===== src/rtl/alu_pkg.sv =====
// Shared opcode and FSM encodings for the ALU issue controller, the ALU and benches.
// Includes a saturating 16-bit increment used by the optional ALU_ISSUE_STATS_EN counters.
package alu_pkg;

  localparam logic [2:0] OP_NOP = 3'b000;
  localparam logic [2:0] OP_ADD = 3'b001;
  localparam logic [2:0] OP_AND = 3'b010;
  localparam logic [2:0] OP_XOR = 3'b011;
  localparam logic [2:0] OP_SLT = 3'b100;
  localparam logic [2:0] OP_LDA = 3'b101;
  localparam logic [2:0] OP_ADA = 3'b110;
  localparam logic [2:0] OP_ORA = 3'b111;

  typedef enum logic [2:0] {
    ST_IDLE  = 3'd0,
    ST_SETUP = 3'd1,
    ST_ISSUE = 3'd2,
    ST_WAIT  = 3'd3,
    ST_HOLD  = 3'd4
  } state_e;

  function automatic logic [15:0] sat_inc16(input logic [15:0] val, input logic en);
    if (en && (val != 16'hFFFF)) begin
      return val + 16'd1;
    end else begin
      return val;
    end
  endfunction

endpackage


===== src/rtl/alu_cmd_fifo.sv =====
// Synchronous command FIFO with extra-MSB pointers; full/empty decoded from the MSB compare.
module alu_cmd_fifo #(
  parameter int WIDTH = 35,
  parameter int DEPTH = 4
) (
  input  logic             clk,
  input  logic             rst_n,
  input  logic             push_i,
  input  logic [WIDTH-1:0] wdata_i,
  input  logic             pop_i,
  output logic [WIDTH-1:0] rdata_o,
  output logic             full_o,
  output logic             empty_o
);

  localparam int AW = $clog2(DEPTH);
  localparam logic [AW:0] PTR_ONE = (AW + 1)'(1);

  logic [AW:0]      wr_ptr_q, wr_ptr_d;
  logic [AW:0]      rd_ptr_q, rd_ptr_d;
  logic [WIDTH-1:0] mem_q [DEPTH];
  logic             do_push_s;
  logic             do_pop_s;

  assign empty_o   = (wr_ptr_q == rd_ptr_q);
  assign full_o    = (wr_ptr_q[AW] != rd_ptr_q[AW]) && (wr_ptr_q[AW-1:0] == rd_ptr_q[AW-1:0]);
  // A simultaneous pop frees the slot, so a push into a full FIFO is accepted then.
  assign do_push_s = push_i & (~full_o | pop_i);
  assign do_pop_s  = pop_i & ~empty_o;
  assign rdata_o   = mem_q[rd_ptr_q[AW-1:0]];

  always_comb begin
    wr_ptr_d = wr_ptr_q;
    rd_ptr_d = rd_ptr_q;
    if (do_push_s) begin
      wr_ptr_d = wr_ptr_q + PTR_ONE;
    end else begin
      wr_ptr_d = wr_ptr_q;
    end
    if (do_pop_s) begin
      rd_ptr_d = rd_ptr_q + PTR_ONE;
    end else begin
      rd_ptr_d = rd_ptr_q;
    end
  end

  always_ff @(posedge clk or negedge rst_n) begin
    if (!rst_n) begin
      wr_ptr_q <= '0;
      rd_ptr_q <= '0;
    end else begin
      wr_ptr_q <= wr_ptr_d;
      rd_ptr_q <= rd_ptr_d;
    end
  end

  always_ff @(posedge clk) begin
    if (do_push_s) begin
      mem_q[wr_ptr_q[AW-1:0]] <= wdata_i;
    end
  end

endmodule


===== src/rtl/alu_issue_ctrl.sv =====
// Issues buffered {opcode,x,y} commands to a 16-bit ALU one at a time and returns results on a
// valid/ready port. Define ALU_ISSUE_STATS_EN to add saturating stat_issued/stat_carry counters.
module alu_issue_ctrl
  import alu_pkg::*;
#(
  parameter int DATA_W     = 16,
  parameter int FIFO_DEPTH = 4,
  parameter int ALU_LAT    = 1
) (
  input  logic              CLK,
  input  logic              RST_N,
  input  logic              in_valid,
  output logic              in_ready,
  input  logic [2:0]        in_opcode,
  input  logic [DATA_W-1:0] in_x,
  input  logic [DATA_W-1:0] in_y,
  output logic              alu_en,
  output logic [2:0]        alu_opcode,
  output logic [DATA_W-1:0] alu_x,
  output logic [DATA_W-1:0] alu_y,
  input  logic [DATA_W-1:0] alu_results,
  input  logic              alu_cf,
  output logic              res_valid,
  input  logic              res_ready,
  output logic [DATA_W-1:0] res_data,
  output logic              res_cf,
  output logic [2:0]        res_opcode,
  output logic              busy
`ifdef ALU_ISSUE_STATS_EN
  ,
  output logic [15:0]       stat_issued,
  output logic [15:0]       stat_carry
`endif
);

  localparam int FW = 3 + 2 * DATA_W;
  localparam int CW = (ALU_LAT > 1) ? $clog2(ALU_LAT + 1) : 1;
  localparam logic [CW-1:0] LAT_INIT = CW'(ALU_LAT);
  localparam logic [CW-1:0] CNT_ONE  = CW'(1);

  state_e            state_q, state_d;
  logic [CW-1:0]     cnt_q, cnt_d;
  logic              alu_en_q, alu_en_d;
  logic [2:0]        alu_opcode_q, alu_opcode_d;
  logic [DATA_W-1:0] alu_x_q, alu_x_d;
  logic [DATA_W-1:0] alu_y_q, alu_y_d;
  logic              res_valid_q, res_valid_d;
  logic [DATA_W-1:0] res_data_q, res_data_d;
  logic              res_cf_q, res_cf_d;
  logic [2:0]        res_opcode_q, res_opcode_d;

  logic              pop_s;
  logic              fifo_full_s;
  logic              fifo_empty_s;
  logic [FW-1:0]     fifo_rdata_s;
  logic [2:0]        head_op_s;
  logic [DATA_W-1:0] head_x_s;
  logic [DATA_W-1:0] head_y_s;
  logic              capture_s;

  alu_cmd_fifo #(
    .WIDTH (FW),
    .DEPTH (FIFO_DEPTH)
  ) u_fifo (
    .clk     (CLK),
    .rst_n   (RST_N),
    .push_i  (in_valid & in_ready),
    .wdata_i ({in_opcode, in_x, in_y}),
    .pop_i   (pop_s),
    .rdata_o (fifo_rdata_s),
    .full_o  (fifo_full_s),
    .empty_o (fifo_empty_s)
  );

  assign head_op_s = fifo_rdata_s[2*DATA_W +: 3];
  assign head_x_s  = fifo_rdata_s[DATA_W +: DATA_W];
  assign head_y_s  = fifo_rdata_s[DATA_W-1:0];
  assign capture_s = (state_q == ST_WAIT) && (cnt_q == CNT_ONE);

  assign in_ready   = ~fifo_full_s;
  assign busy       = (state_q != ST_IDLE) | ~fifo_empty_s;
  assign alu_en     = alu_en_q;
  assign alu_opcode = alu_opcode_q;
  assign alu_x      = alu_x_q;
  assign alu_y      = alu_y_q;
  assign res_valid  = res_valid_q;
  assign res_data   = res_data_q;
  assign res_cf     = res_cf_q;
  assign res_opcode = res_opcode_q;

  always_comb begin
    state_d      = state_q;
    cnt_d        = cnt_q;
    alu_en_d     = 1'b0;
    alu_opcode_d = alu_opcode_q;
    alu_x_d      = alu_x_q;
    alu_y_d      = alu_y_q;
    res_valid_d  = res_valid_q;
    res_data_d   = res_data_q;
    res_cf_d     = res_cf_q;
    res_opcode_d = res_opcode_q;
    pop_s        = 1'b0;
    case (state_q)
      ST_IDLE: begin
        if (!fifo_empty_s) begin
          pop_s = 1'b1;
          // NOP entries are dropped here without touching the ALU-facing registers.
          if (head_op_s != OP_NOP) begin
            alu_opcode_d = head_op_s;
            alu_x_d      = head_x_s;
            alu_y_d      = head_y_s;
            state_d      = ST_SETUP;
          end else begin
            state_d = ST_IDLE;
          end
        end else begin
          state_d = ST_IDLE;
        end
      end
      ST_SETUP: begin
        alu_en_d = 1'b1;
        state_d  = ST_ISSUE;
      end
      ST_ISSUE: begin
        cnt_d   = LAT_INIT;
        state_d = ST_WAIT;
      end
      ST_WAIT: begin
        cnt_d = cnt_q - CNT_ONE;
        if (capture_s) begin
          res_data_d   = alu_results;
          res_cf_d     = alu_cf;
          res_opcode_d = alu_opcode_q;
          res_valid_d  = 1'b1;
          state_d      = ST_HOLD;
        end else begin
          state_d = ST_WAIT;
        end
      end
      ST_HOLD: begin
        if (res_ready) begin
          res_valid_d = 1'b0;
          state_d     = ST_IDLE;
        end else begin
          state_d = ST_HOLD;
        end
      end
      default: begin
        res_valid_d = 1'b0;
        state_d     = ST_IDLE;
      end
    endcase
  end

  // Controller state and every registered output.
  always_ff @(posedge CLK or negedge RST_N) begin
    if (!RST_N) begin
      state_q      <= ST_IDLE;
      cnt_q        <= '0;
      alu_en_q     <= 1'b0;
      alu_opcode_q <= 3'b000;
      alu_x_q      <= '0;
      alu_y_q      <= '0;
      res_valid_q  <= 1'b0;
      res_data_q   <= '0;
      res_cf_q     <= 1'b0;
      res_opcode_q <= 3'b000;
    end else begin
      state_q      <= state_d;
      cnt_q        <= cnt_d;
      alu_en_q     <= alu_en_d;
      alu_opcode_q <= alu_opcode_d;
      alu_x_q      <= alu_x_d;
      alu_y_q      <= alu_y_d;
      res_valid_q  <= res_valid_d;
      res_data_q   <= res_data_d;
      res_cf_q     <= res_cf_d;
      res_opcode_q <= res_opcode_d;
    end
  end

`ifdef ALU_ISSUE_STATS_EN
  logic [15:0] stat_issued_q;
  logic [15:0] stat_carry_q;

  assign stat_issued = stat_issued_q;
  assign stat_carry  = stat_carry_q;

  // Saturating issue and carry-result counters.
  always_ff @(posedge CLK or negedge RST_N) begin
    if (!RST_N) begin
      stat_issued_q <= 16'h0000;
      stat_carry_q  <= 16'h0000;
    end else begin
      stat_issued_q <= sat_inc16(stat_issued_q, state_q == ST_ISSUE);
      stat_carry_q  <= sat_inc16(stat_carry_q, capture_s & alu_cf);
    end
  end
`endif

endmodule

===== config.mk =====
export PLATFORM = sky130hd
export DESIGN_NAME = alu_issue_ctrl
export DESIGN_NICKNAME = d
export VERILOG_FILES = /design/src/rtl/alu_pkg.sv /design/src/rtl/alu_cmd_fifo.sv /design/src/rtl/alu_issue_ctrl.sv
export SDC_FILE = /design/constraint.sdc
export NUM_CORES = 1
export LEC_CHECK = 0
export CELL_PAD_IN_SITES_DETAIL_PLACEMENT = 1
export CELL_PAD_IN_SITES_GLOBAL_PLACEMENT = 1
export CORE_ASPECT_RATIO = 1.2
export CORE_MARGIN = 5
export CORE_UTILIZATION = 50
export CTS_CLUSTER_SIZE = 16
export DETAILED_ROUTE_END_ITERATION = 16
export PLACE_DENSITY_LB_ADDON = 0.05
export SYNTH_ARGS = -nofsm -noshare
export SYNTH_HDL_FRONTEND = slang
export SYNTH_HIERARCHICAL = 1
export SYNTH_SLANG_ARGS = --single-unit

===== constraint.sdc =====
create_clock -name CLK -period 6 [get_ports CLK]
set_input_delay 1.8 -clock CLK [delete_from_list [all_inputs] [get_ports CLK]]
set_output_delay 1.8 -clock CLK [all_outputs]
set_load 0.005 [all_outputs]

; ---- Word level (Yosys, flattened, before mapping)
; Memory sizes are Yosys's and may differ from the RTL's.
; Index checks and enable logic that the tools add are counted.
; Widths: inputs -> output; s select.
[word_totals]
wordCells = 57
mem_bits_rw = 140
memories = 1
ff_bits = 67
[classes]
bitwise_logic = 8
n_eq_ne = 9
n_reduce_logical = 10
n_mux = 14
add_sub_neg = 3
[memory_table]
columns = name, words, word_bits, read_ports, rd_ports_with_merged_regs, write_ports, line
row1 = u_fifo.mem_q, 4, 35, 1, 0, 1, alu_cmd_fifo.sv:21  ; logic [WIDTH-1:0] mem_q [DEPTH];
[ops]
columns = op, n
row1 = $pmux 3 s5, 1
row2 = $mux 3, 3
row3 = $mux 1, 8
row4 = $add 3x1->3 const B, 2
row5 = $eq 3x2->1 const B, 2
row6 = $reduce_and 3->1, 2
row7 = $reduce_bool 3->1, 2
row8 = $ne 2x2->1 const B, 2
row9 = $and 1x1->1, 3
row10 = $eq 3x1->1 const B, 1
row11 = $eq 3x3->1, 1
row12 = $eq 3x3->1 const B, 1
row13 = $logic_not 3->1, 1
row14 = $not 1->1, 3
row15 = $pmux 1 s3, 1
row16 = $reduce_or 3->1, 1
row17 = $eq 2x2->1, 1
row18 = $logic_and 1x1->1, 2
row19 = $or 1x1->1, 2
row20 = $pmux 1 s2, 1
row21 = $reduce_and 2->1, 1
row22 = $reduce_bool 2->1, 1
row23 = $ne 1x1->1, 1
row24 = $sub 1x1->1 const B, 1

; ---- Logic depth before layout (Yosys ltp)
; Gate-level depths: netlist of the first run.
[logic_depth]
depth_word = 7
ltp_mapped = 10
mapped_depth_nobuf = 7

; ---- By module
; The synthesis of the first run kept the hierarchy.
[modules_own_cells]
columns = module, area_each_um2, instances, cells_per_inst, seq_area_each_um2
row1 = alu_cmd_fifo, 5497.8, 1, 229, 4354.2
row2 = alu_issue_ctrl, 2484.9, 1, 145, 1526.5

; ---- Worst setup path after synthesis of the first run
; OpenSTA, ideal clock, no wires.
[synth_path]
path_kind = input-to-reg
start = input port in_valid
end = memory u_fifo.mem_q[0][0], enable pin
t_arrival_ns = 3.051
cell_stages = 2
path_slack_ns = 2.554
path_cell_list = nor2b_1 and3_1
[synth_between]
elab_chain_len = 4
[synth_rtl]
columns = element, line
row1 = "start, declared", alu_issue_ctrl.sv:12  ; input logic in_valid,
row2 = $and 1x1->1, alu_issue_ctrl.sv:67  ; .push_i (in_valid & in_ready),
row3 = $and 1x1->1, alu_cmd_fifo.sv:28  ; assign do_push_s = push_i & (~full_o | pop_i);
row4 = $mux 1, alu_cmd_fifo.sv:58  ; if (do_push_s) begin
row5 = $mux 1 (not written as such), alu_cmd_fifo.sv:59  ; mem_q[wr_ptr_q[AW-1:0]] <= wdata_i;
row6 = "end, declared", alu_cmd_fifo.sv:21
; Every way passes these cells.

; ---- Worst setup path in the final report of the first run
[layout_path]
start = register u_fifo.rd_ptr_q[1]
end = output port busy
[layout_between]
elab_chain_len = 3
[layout_rtl]
columns = element, line
row1 = "start, declared", alu_cmd_fifo.sv:20  ; logic [AW:0] rd_ptr_q, rd_ptr_d;
row2 = "start signal, assigned", alu_cmd_fifo.sv:53  ; rd_ptr_q <= rd_ptr_d;
row3 = $eq 3x3->1, alu_cmd_fifo.sv:25  ; assign empty_o = (wr_ptr_q == rd_ptr_q);
row4 = net fifo_empty_s, alu_issue_ctrl.sv:54  ; logic fifo_empty_s;
row5 = $not 1->1 (no line), --
row6 = $or 1x1->1, alu_issue_ctrl.sv:81  ; assign busy = (state_q != ST_IDLE) | ~fifo_empty_s;
row7 = "end, declared", alu_issue_ctrl.sv:28  ; output logic busy
; The timed path passes the listed nets, and every way through them passes these cells.

==> results.toml, run 1 <==
[run_status]
status = "finished, final reports clean"

[synth]
syn-num-nets = 435
synth_cell_types = 38
syn_area_sq_mm = 0.00798
ys_ff_latch = 207
yosysWarnings = 6
avgSynthCellArea_sq_um = 21.3
seq_area_frac_synth_pct = 73.7
syn_inst = 374

[power]
static-leakage-power_nw = 3.58
ir_worst_vdd_uv = 438
clockPowerShare_pct = 22.8
pwr_density_cell_mw_per_mm2 = 553
power_switching_share_pct = 28.6
p_seq_share_pct = 42.1
net-switching-power_mw = 1.57
comb_power_share_pct = 35.1
internal_power_mw = 3.92

[route]
first_pass_iters = 4
first_iter_violations = 145
vias = 3847
drc = 0
antenna_left = 0
wire_per_inst_microns = 21.6
vias_per_cell = 5.37
wirelength_mm = 15.5

[cells_and_area]
fin_cells = 717
fillerInstances = 1331
fin_nets = 556
regArea_sq_mm = 0.00588
area_growth_pct = 24.3
num_antenna_cells = 0
multiInputGateArea_sq_mm = 0.00195
drive_gt1_share_pct = 26.5

[place]
globalplace.congestion = 0.704
dp_hpwl_mm = 9.49
dp.cells = 680
io_buffers = 114

[timing]
finalCritPeriodShare_pct = 81.4
worst_pin_slew_ns = 1.02
period_needed_ns = 4.88
setup_violations = 0
slew_viol_final = 0
finClkSkew_ns = 0.0232
fmax_ghz = 0.205
slew_headroom_pct = 31.8
hold_viol_final = 0
finalSetupTns_ns = 0
rsz0062_at_grt = "no"

[floorplanning]
fp.dieH_microns = 148
dieArea_sq_mm = 0.0186
die_w_microns = 125
pin_count = 115
core_region_area_sq_mm = 0.0156
std_cell_rows = 50
start_util_pct = 51.0

[setup_path]
crit_type = "reg -> out"
required_ns = 4.20
start_kind = "register"
cp.arrival_ns = 3.08
end_kind = "output port"
crit_fanout = 38

[clock_network]
cts_tree = "yes"
cts.hold.buffers_added = 0
cts_root_buf = "clkbuf_16"
cts_max_level = 1
cts_sinks = 207
cts_resized = 0
cts.path.max_buffers = 3
clk_pin_slew_ns = 0.06
cts_setup_buffers = 0
cts_buffers = 21
clk_latency_ns = 0.50

[worst_hold_path]
min_path_type = "reg -> reg"

[global_route]
gr-usage-all-layers_pct = 17.2
grt_max_degree = 68
grt_pass1_wl_mm = 25.2
grt_pass1_vias = 4429
grt_overflow = 0
antenna_found_initial = 0

[flow_run]
cap_violations = 0
[through the flow]
stage	utilization [%]	cell area [sq um]	total power [mW]	hold slack [ns]	setup WS, ns
2_1_floorplan	-	7980	3.57	0.495	2.55
3_3_place_gp	59.2	9260	4.22	0.485	1.61
3_5_place_dp	59.2	9260	4.31	0.492	1.58
4_1_cts	63.4	9920	5.59	0.506	1.04
5_1_grt	63.4	9920	5.81	0.523	0.906
6_report	63.4	9920	5.49	0.502	1.12
[flip-flops by register name, indices dropped and copies added, names as in the netlist, 3 cells and up]
signal / flops
u_fifo/wr_ptr_q: 3
alu_opcode: 3
state_q: 3
alu_x: 16
u_fifo/rd_ptr_q: 3
u_fifo/mem_q: 140
res_data: 16
alu_y: 16
res_opcode: 3
[area by class of cell]
class	instances	area share (%)
flip-flops and latches	207	59.3
clock inverters	8	0.731
repair buffers	115	11.5
multi-input cells	146	19.7
clock buffers	29	6.00
well taps	208	2.62
inverters	4	0.151
[critical path: stages (launching register included)]
cell and delay, ns:
dfrtp_2 0.98, xor2_1 0.43, or2_2 0.41, nor2_1 0.23, nand2_1 0.10, clkdlybuf4s50_1 0.46
[final timing paths]
path	startpoint	depth (start not counted)	endpoint	slack, ns
worst max register to register	u_fifo/rd_ptr_q[1]$_DFFE_PN0P_	6	u_fifo/mem_q[2][10]$_DFFE_PP_	1.91
worst min register to register	res_data[8]$_DFFE_PN0P_	1	res_data[8]$_DFFE_PN0P_	0.50
max in group asynchronous	RST_N	1	u_fifo/rd_ptr_q[0]$_DFFE_PN0P_	3.95
min in group asynchronous	RST_N	1	alu_en$_DFF_PN0_	1.44
worst max-delay path	u_fifo/rd_ptr_q[1]$_DFFE_PN0P_	5	busy	1.12
worst min-delay path	res_data[8]$_DFFE_PN0P_	1	res_data[8]$_DFFE_PN0P_	0.50
[cells by family (layout without fill, tap and decap cells)]
| kind of cell | Yosys count | in the layout | synth area share, % |
|---|---|---|---|
| buffers and inverters | 21 | 156 | 1.94 |
| AND/OR/NAND/NOR | 27 | 27 | 1.91 |
| multiplexers | 90 | 90 | 19.0 |
| AO/OA/AOI/OAI | 19 | 19 | 2.10 |
| XOR/XNOR | 5 | 5 | 0.549 |
| flip-flops | 207 | 207 | 73.7 |
| adder cells (fa/ha/maj) | 5 | 5 | 0.784 |
[synth_stat cells (all sizes together)]
cell	count	share of area [%]
or4	2	0.19
o21ai	1	0.063
ha	5	0.78
and2	1	0.078
o21a	2	0.19
nor4	1	0.27
a22o	3	0.38
xor2	3	0.33
o31ai	4	0.38
o31a	2	0.33
o41ai	2	0.31
nor3b	1	0.094
inv	4	0.19
xnor2	2	0.22
edfxtp	140	53
nor3	3	0.19
nand3	1	0.063
o211ai	1	0.094
buf	13	1.6
clkbuf	4	0.19
mux2	55	9.2
a31oi	2	0.16
dfrtp	67	21
o21bai	1	0.094
nor2	2	0.094
mux4	35	9.9
nor2b	2	0.16
or2	1	0.078
nand2	10	0.47
and3	3	0.24
o311ai	1	0.11
[per-layer routing]
| metal | share of wire (%) | up-vias | track usage (%) |
|---|---|---|---|
| met4 | 1.8 | 0 | 4.66 |
| met5 | 0 | - | 0 |
| met3 | 5.2 | 19 | 3.48 |
| met1 | 43 | 1991 | 23.1 |
| met2 | 50 | 110 | 29.0 |
| li1 | - | 1727 | - |
[power by group through the flow]
| stage | Combinational, mW | Clock [mW] | Sequential (mW) |
|---|---|---|---|
| 4_1_cts | 1.98 | 1.29 | 2.32 |
| 3_5_place_dp | 1.96 | 0 | 2.34 |
| 2_1_floorplan | 1.33 | 0 | 2.24 |
| 6_report | 1.93 | 1.25 | 2.31 |
| 3_3_place_gp | 1.92 | 0 | 2.30 |
| 5_1_grt | 2.08 | 1.37 | 2.36 |
[cells in the final DEF, fill, tap and decap left out, drive strengths merged, types with 3 or more instances in the layout]
master,n
edfxtp,140
clkdlybuf4s50,113
dfrtp,67
mux2,55
mux4,35
clkbuf,29
nand2,10
ha,5
inv,5
o31ai,4
clkinv,4
nor3,3
a22o,3
xor2,3
and3,3
(Power assumes the default switching activity.)
==> inputs of run 2 (changes only) <==
--- a/config.mk
+++ b/config.mk
@@ -9,7 +9,7 @@
 export CELL_PAD_IN_SITES_GLOBAL_PLACEMENT = 1
 export CORE_ASPECT_RATIO = 1.2
 export CORE_MARGIN = 5
-export CORE_UTILIZATION = 50
+export CORE_UTILIZATION = 42
 export CTS_CLUSTER_SIZE = 16
 export DETAILED_ROUTE_END_ITERATION = 16
 export PLACE_DENSITY_LB_ADDON = 0.05
==> constraint.sdc (replaced) <==
create_clock -name CLK -period 4.49 [get_ports CLK]
set_input_delay 1.347 -clock CLK [delete_from_list [all_inputs] [get_ports CLK]]
set_output_delay 1.347 -clock CLK [all_outputs]
set_load 0.005 [all_outputs]
==> results.toml, run 2 (synthesis gave the netlist of run 1 again) <==
[cells_and_area]
post-route-util_pct = 53.6
num_antenna_cells = 0
area_growth_pct = 26.2
fin_nets = 564
largest_reg_flops = 140
layout_commonest_cell = "edfxtp_1"
mostFrequentLayoutCells = "edfxtp_1, clkdlybuf4s50_1, dfrtp_1"
drive_gt1_share_pct = 26.6

[clock_network]
cts.path.max_buffers = 3
cts_tree = "yes"
cts_sinks = 207
cts_resized = 0
cts_root_buf = "clkbuf_16"
cts_setup_buffers = 0
clk_latency_ns = 0.49
cts_max_level = 1
cts.hold.buffers_added = 0
clk_pin_slew_ns = 0.05
cts_buffers = 22

[floorplanning]
fp.dieH_microns = 161
die_w_microns = 136
std_cell_rows = 55
pin_count = 115
core_region_area_sq_mm = 0.0188
start_util_pct = 42.5
dieArea_sq_mm = 0.0219

[setup_path]
crit_fanout = 11
critPathBufInv = 1
cp_cell_sequence = "xor2_1, or2_2, nor2_1, nand2_1, clkdlybuf4s50_1"
crit_type = "reg -> out"
end_kind = "output port"
required_ns = 3.14
max_stage_delay_ns = 0.63
cp.arrival_ns = 2.44
critPathSlowestCell = "xor2_1"
start_kind = "register"
crit_family = "XOR/XNOR gates"

[timing]
period_needed_ns = 3.79
worst_pin_slew_ns = 1.01
fmax_ghz = 0.264
rsz0062_at_grt = "no"
slew_viol_final = 0
finalSetupTns_ns = 0
finalCritPeriodShare_pct = 84.4
hold_viol_final = 0
finClkSkew_ns = 0.0100
setup_violations = 0
slew_headroom_pct = 32.4

[power]
finalPower_mw = 7.42
ir_worst_vdd_uv = 352
static-leakage-power_nw = 3.63
pwr_density_cell_mw_per_mm2 = 736

[global_route]
antenna_found_initial = 0
grt_max_degree = 68
gr-usage-all-layers_pct = 14.3
grt_pass1_vias = 4373
grt_pass1_wl_mm = 24.5
grt_overflow = 0

[route]
highest_layer = "met4"
met1_length_mm = 6.63
drc = 0
wl_met2_mm = 7.81
antenna_left = 0
first_pass_iters = 4
wl_met3_microns = 771
vias_per_cell = 5.05
vias = 3915
wirelength_mm = 15.5
wire_per_inst_microns = 20.0
first_iter_violations = 99

[flow_run]
cap_violations = 0

[place]
globalplace.congestion = 0.687
io_buffers = 114
dp_hpwl_mm = 9.52

[worst_hold_path]
min_path_type = "reg -> reg"

[run_status]
status = "finished, final reports clean"
run 2: changes by cell type in the layout (fill, tap and decap cells not counted):
cell / before / now
buf_4: 2 / 9
clkbuf_1: 4 / 11
clkinv_2: 3 / 0
clkbuf_16: 21 / 23
clkinvlp_4: 2 / 0
inv_6: 1 / 0
run 2: final cells by class:
cell class                      count  area [sq um]
Multi-Input combinational cell    146          1950
Fill cell                        1680          8710
Tap cell                          256           320
Sequential cell                   207          5880
Inverter                            4          15.0
Timing Repair Buffer              122          1200
Clock inverter                      2          33.8
Clock buffer                       38           672
run 2: routing by layer:
layer	track usage, %	vias up
li1	-	1743
met1	18.6	2046
met2	24.7	105
met3	2.62	21
met4	4.17	0
met5	0	-
run 2: stage by stage:
step | hold WS (ns) | std cells | cell area, sq um | worst slack (ns)
5_1_grt | 0.521 | 775 | 10100 | 0.505
2_1_floorplan | 0.495 | 374 | 7980 | 1.37
3_3_place_gp | 0.488 | 735 | 9370 | 1.03
6_report | 0.504 | 775 | 10100 | 0.699
4_1_cts | 0.507 | 775 | 10100 | 0.674
3_5_place_dp | 0.493 | 735 | 9370 | 1.03
run 2: power by group:
part           switching [mW]  internal, mW  total, mW  leakage, nW
Clock                   0.667          1.07       1.73        0.341
Combinational            1.13          1.55       2.68         1.22
Sequential              0.276          2.73       3.00         2.07
run 2: final timing paths:
path / startpoint / end / slack (ns) / depth (start not counted)
worst min-delay path: res_data[14]$_DFFE_PN0P_ / res_data[14]$_DFFE_PN0P_ / 0.50 / 1
min in group asynchronous: RST_N / alu_en$_DFF_PN0_ / 0.97 / 1
max in group asynchronous: RST_N / u_fifo/rd_ptr_q[0]$_DFFE_PN0P_ / 2.89 / 1
worst max-delay path: u_fifo/wr_ptr_q[1]$_DFFE_PN0P_ / busy / 0.70 / 5
worst max register to register: u_fifo/wr_ptr_q[1]$_DFFE_PN0P_ / u_fifo/mem_q[0][31]$_DFFE_PP_ / 1.50 / 6
worst min register to register: res_data[14]$_DFFE_PN0P_ / res_data[14]$_DFFE_PN0P_ / 0.50 / 1
==> inputs of run 3 (changes only) <==
==> constraint.sdc (replaced) <==
create_clock -name CLK -period 3.3 [get_ports CLK]
set_input_delay 0.99 -clock CLK [delete_from_list [all_inputs] [get_ports CLK]]
set_output_delay 0.99 -clock CLK [all_outputs]
set_load 0.005 [all_outputs]
==> results.toml, run 3 (synthesis gave the netlist of run 1 again) <==
[setup_path]
r2r-start = "u_fifo/rd_ptr_q[0]$_DFFE_PN0P_"
rrSetupSlack_ns = 0.54
end_kind = "output port"
worstSetupEndpoint = "busy"
required_ns = 2.31
crit-reg2reg-capture = "alu_y[9]$_DFFE_PN0P_"
cp.arrival_ns = 2.11
critPathLaunch = "u_fifo/wr_ptr_q[1]$_DFFE_PN0P_"
r2r_cells = 4
start_kind = "register"
crit_fanout = 5
crit_type = "reg -> out"

[clock_network]
cts_max_level = 1
cts_tree = "yes"
cts_root_buf = "clkbuf_16"
cts_sinks = 207
cts.path.max_buffers = 3
cts.hold.buffers_added = 0
cts_setup_buffers = 0
cts_resized = 0
clk_latency_ns = 0.50
clk_pin_slew_ns = 0.06
cts_buffers = 23

[global_route]
grt_max_degree = 68
grt_pass1_vias = 4614
antenna_found_initial = 0
gr-usage-all-layers_pct = 15.2
grt_overflow = 0
grt_pass1_wl_mm = 26.0

[timing]
period_needed_ns = 3.10
finalCritPeriodShare_pct = 93.9
rsz0062_at_grt = "no"
finClkSkew_ns = 0.0130
slew_viol_final = 0
finalSetupTns_ns = 0
setup_violations = 0
fmax_ghz = 0.323
worst_pin_slew_ns = 0.918
slew_headroom_pct = 38.8
hold_viol_final = 0

[route]
antenna_left = 0
vias_per_cell = 5.05
wirelength_mm = 16.1
drc = 0
vias = 3957
first_iter_violations = 116
wire_per_inst_microns = 20.5
first_pass_iters = 4

[floorplanning]
dieArea_sq_mm = 0.0219
std_cell_rows = 55
die_w_microns = 136
core_region_area_sq_mm = 0.0188
pin_count = 115
start_util_pct = 42.5
fp.dieH_microns = 161

[cells_and_area]
fin_nets = 571
largest_reg_flops = 140
num_antenna_cells = 0
mostFrequentLayoutCells = "edfxtp_1, clkdlybuf4s50_1, dfrtp_1"
area_growth_pct = 27.3
drive_gt1_share_pct = 28.7
layout_commonest_cell = "edfxtp_1"

[place]
globalplace.congestion = 0.678
dp_hpwl_mm = 10.1
io_buffers = 114

[power]
ir_worst_vdd_uv = 499
finalPower_mw = 10.2
pwr_density_cell_mw_per_mm2 = 1010
static-leakage-power_nw = 3.68

[worst_hold_path]
min_path_type = "reg -> reg"

[run_status]
status = "finished, final reports clean"

[flow_run]
cap_violations = 0
==> run 3: cell types whose count changed in the layout (fill, tap and decap cells not counted), sizes merged <==
cell and delta:
clkbuf -8, clkinv +8, clkinvlp +1, buf +6, inv +1
==> run 3: worst max-delay path, stage by stage, from the launching register on <==
cell	delay, ns
dfrtp_1	0.44
xor2_1	0.18
or2_2	0.32
nor2_2	0.16
nand2_1	0.08
clkdlybuf4s50_1	0.44
==> run 3: area by class of cell <==
type,count,area [sq um]
Fill cell,1704,8630
Sequential cell,207,5880
Multi-Input combinational cell,146,1950
Timing Repair Buffer,128,1270
Clock buffer,30,632
Tap cell,256,320
Clock inverter,12,86.3
Inverter,4,15.0
==> run 3: routing by layer <==
layer / GRT usage, % / routed length [microns] / share of wire (%)
met1: 19.2 / 6610 / 41
met2: 27.0 / 8370 / 52
met3: 3.05 / 833 / 5.2
met4: 3.90 / 264 / 1.6
met5: 0 / 0 / 0
==> run 3: worst min-delay path by stage <==
| stage | startpoint | endpoint | depth (start not counted) |
|---|---|---|---|
| 2_1_floorplan | res_valid$_DFFE_PN0P_ | res_valid$_DFFE_PN0P_ | 2 |
| 3_3_place_gp | res_data[11]$_DFFE_PN0P_ | res_data[11]$_DFFE_PN0P_ | 1 |
| 3_5_place_dp | res_cf$_DFFE_PN0P_ | res_cf$_DFFE_PN0P_ | 1 |
| 4_1_cts | res_cf$_DFFE_PN0P_ | res_cf$_DFFE_PN0P_ | 1 |
| 5_1_grt | res_cf$_DFFE_PN0P_ | res_cf$_DFFE_PN0P_ | 1 |
| 6_report | res_data[13]$_DFFE_PN0P_ | res_data[13]$_DFFE_PN0P_ | 1 |
==> run 3: per-stage QoR <==
step	worst slack, ns	utilization [%]	cells	instance area, sq um	hold WS [ns]
floorplan	0.180	-	374	7980	0.495
global placement	0.473	50.2	741	9440	0.486
detailed placement	0.434	50.2	741	9440	0.493
CTS	0.0746	54.1	783	10200	0.506
global route	0.0443	54.1	783	10200	0.521
finish	0.201	54.1	783	10200	0.501
==> run 3: report_power, final <==
part	switching [mW]	internal, mW	total, mW	leakage (nW)
combinational	1.55	2.18	3.73	1.25
clock	0.969	1.42	2.39	0.354
sequential	0.400	3.71	4.11	2.07
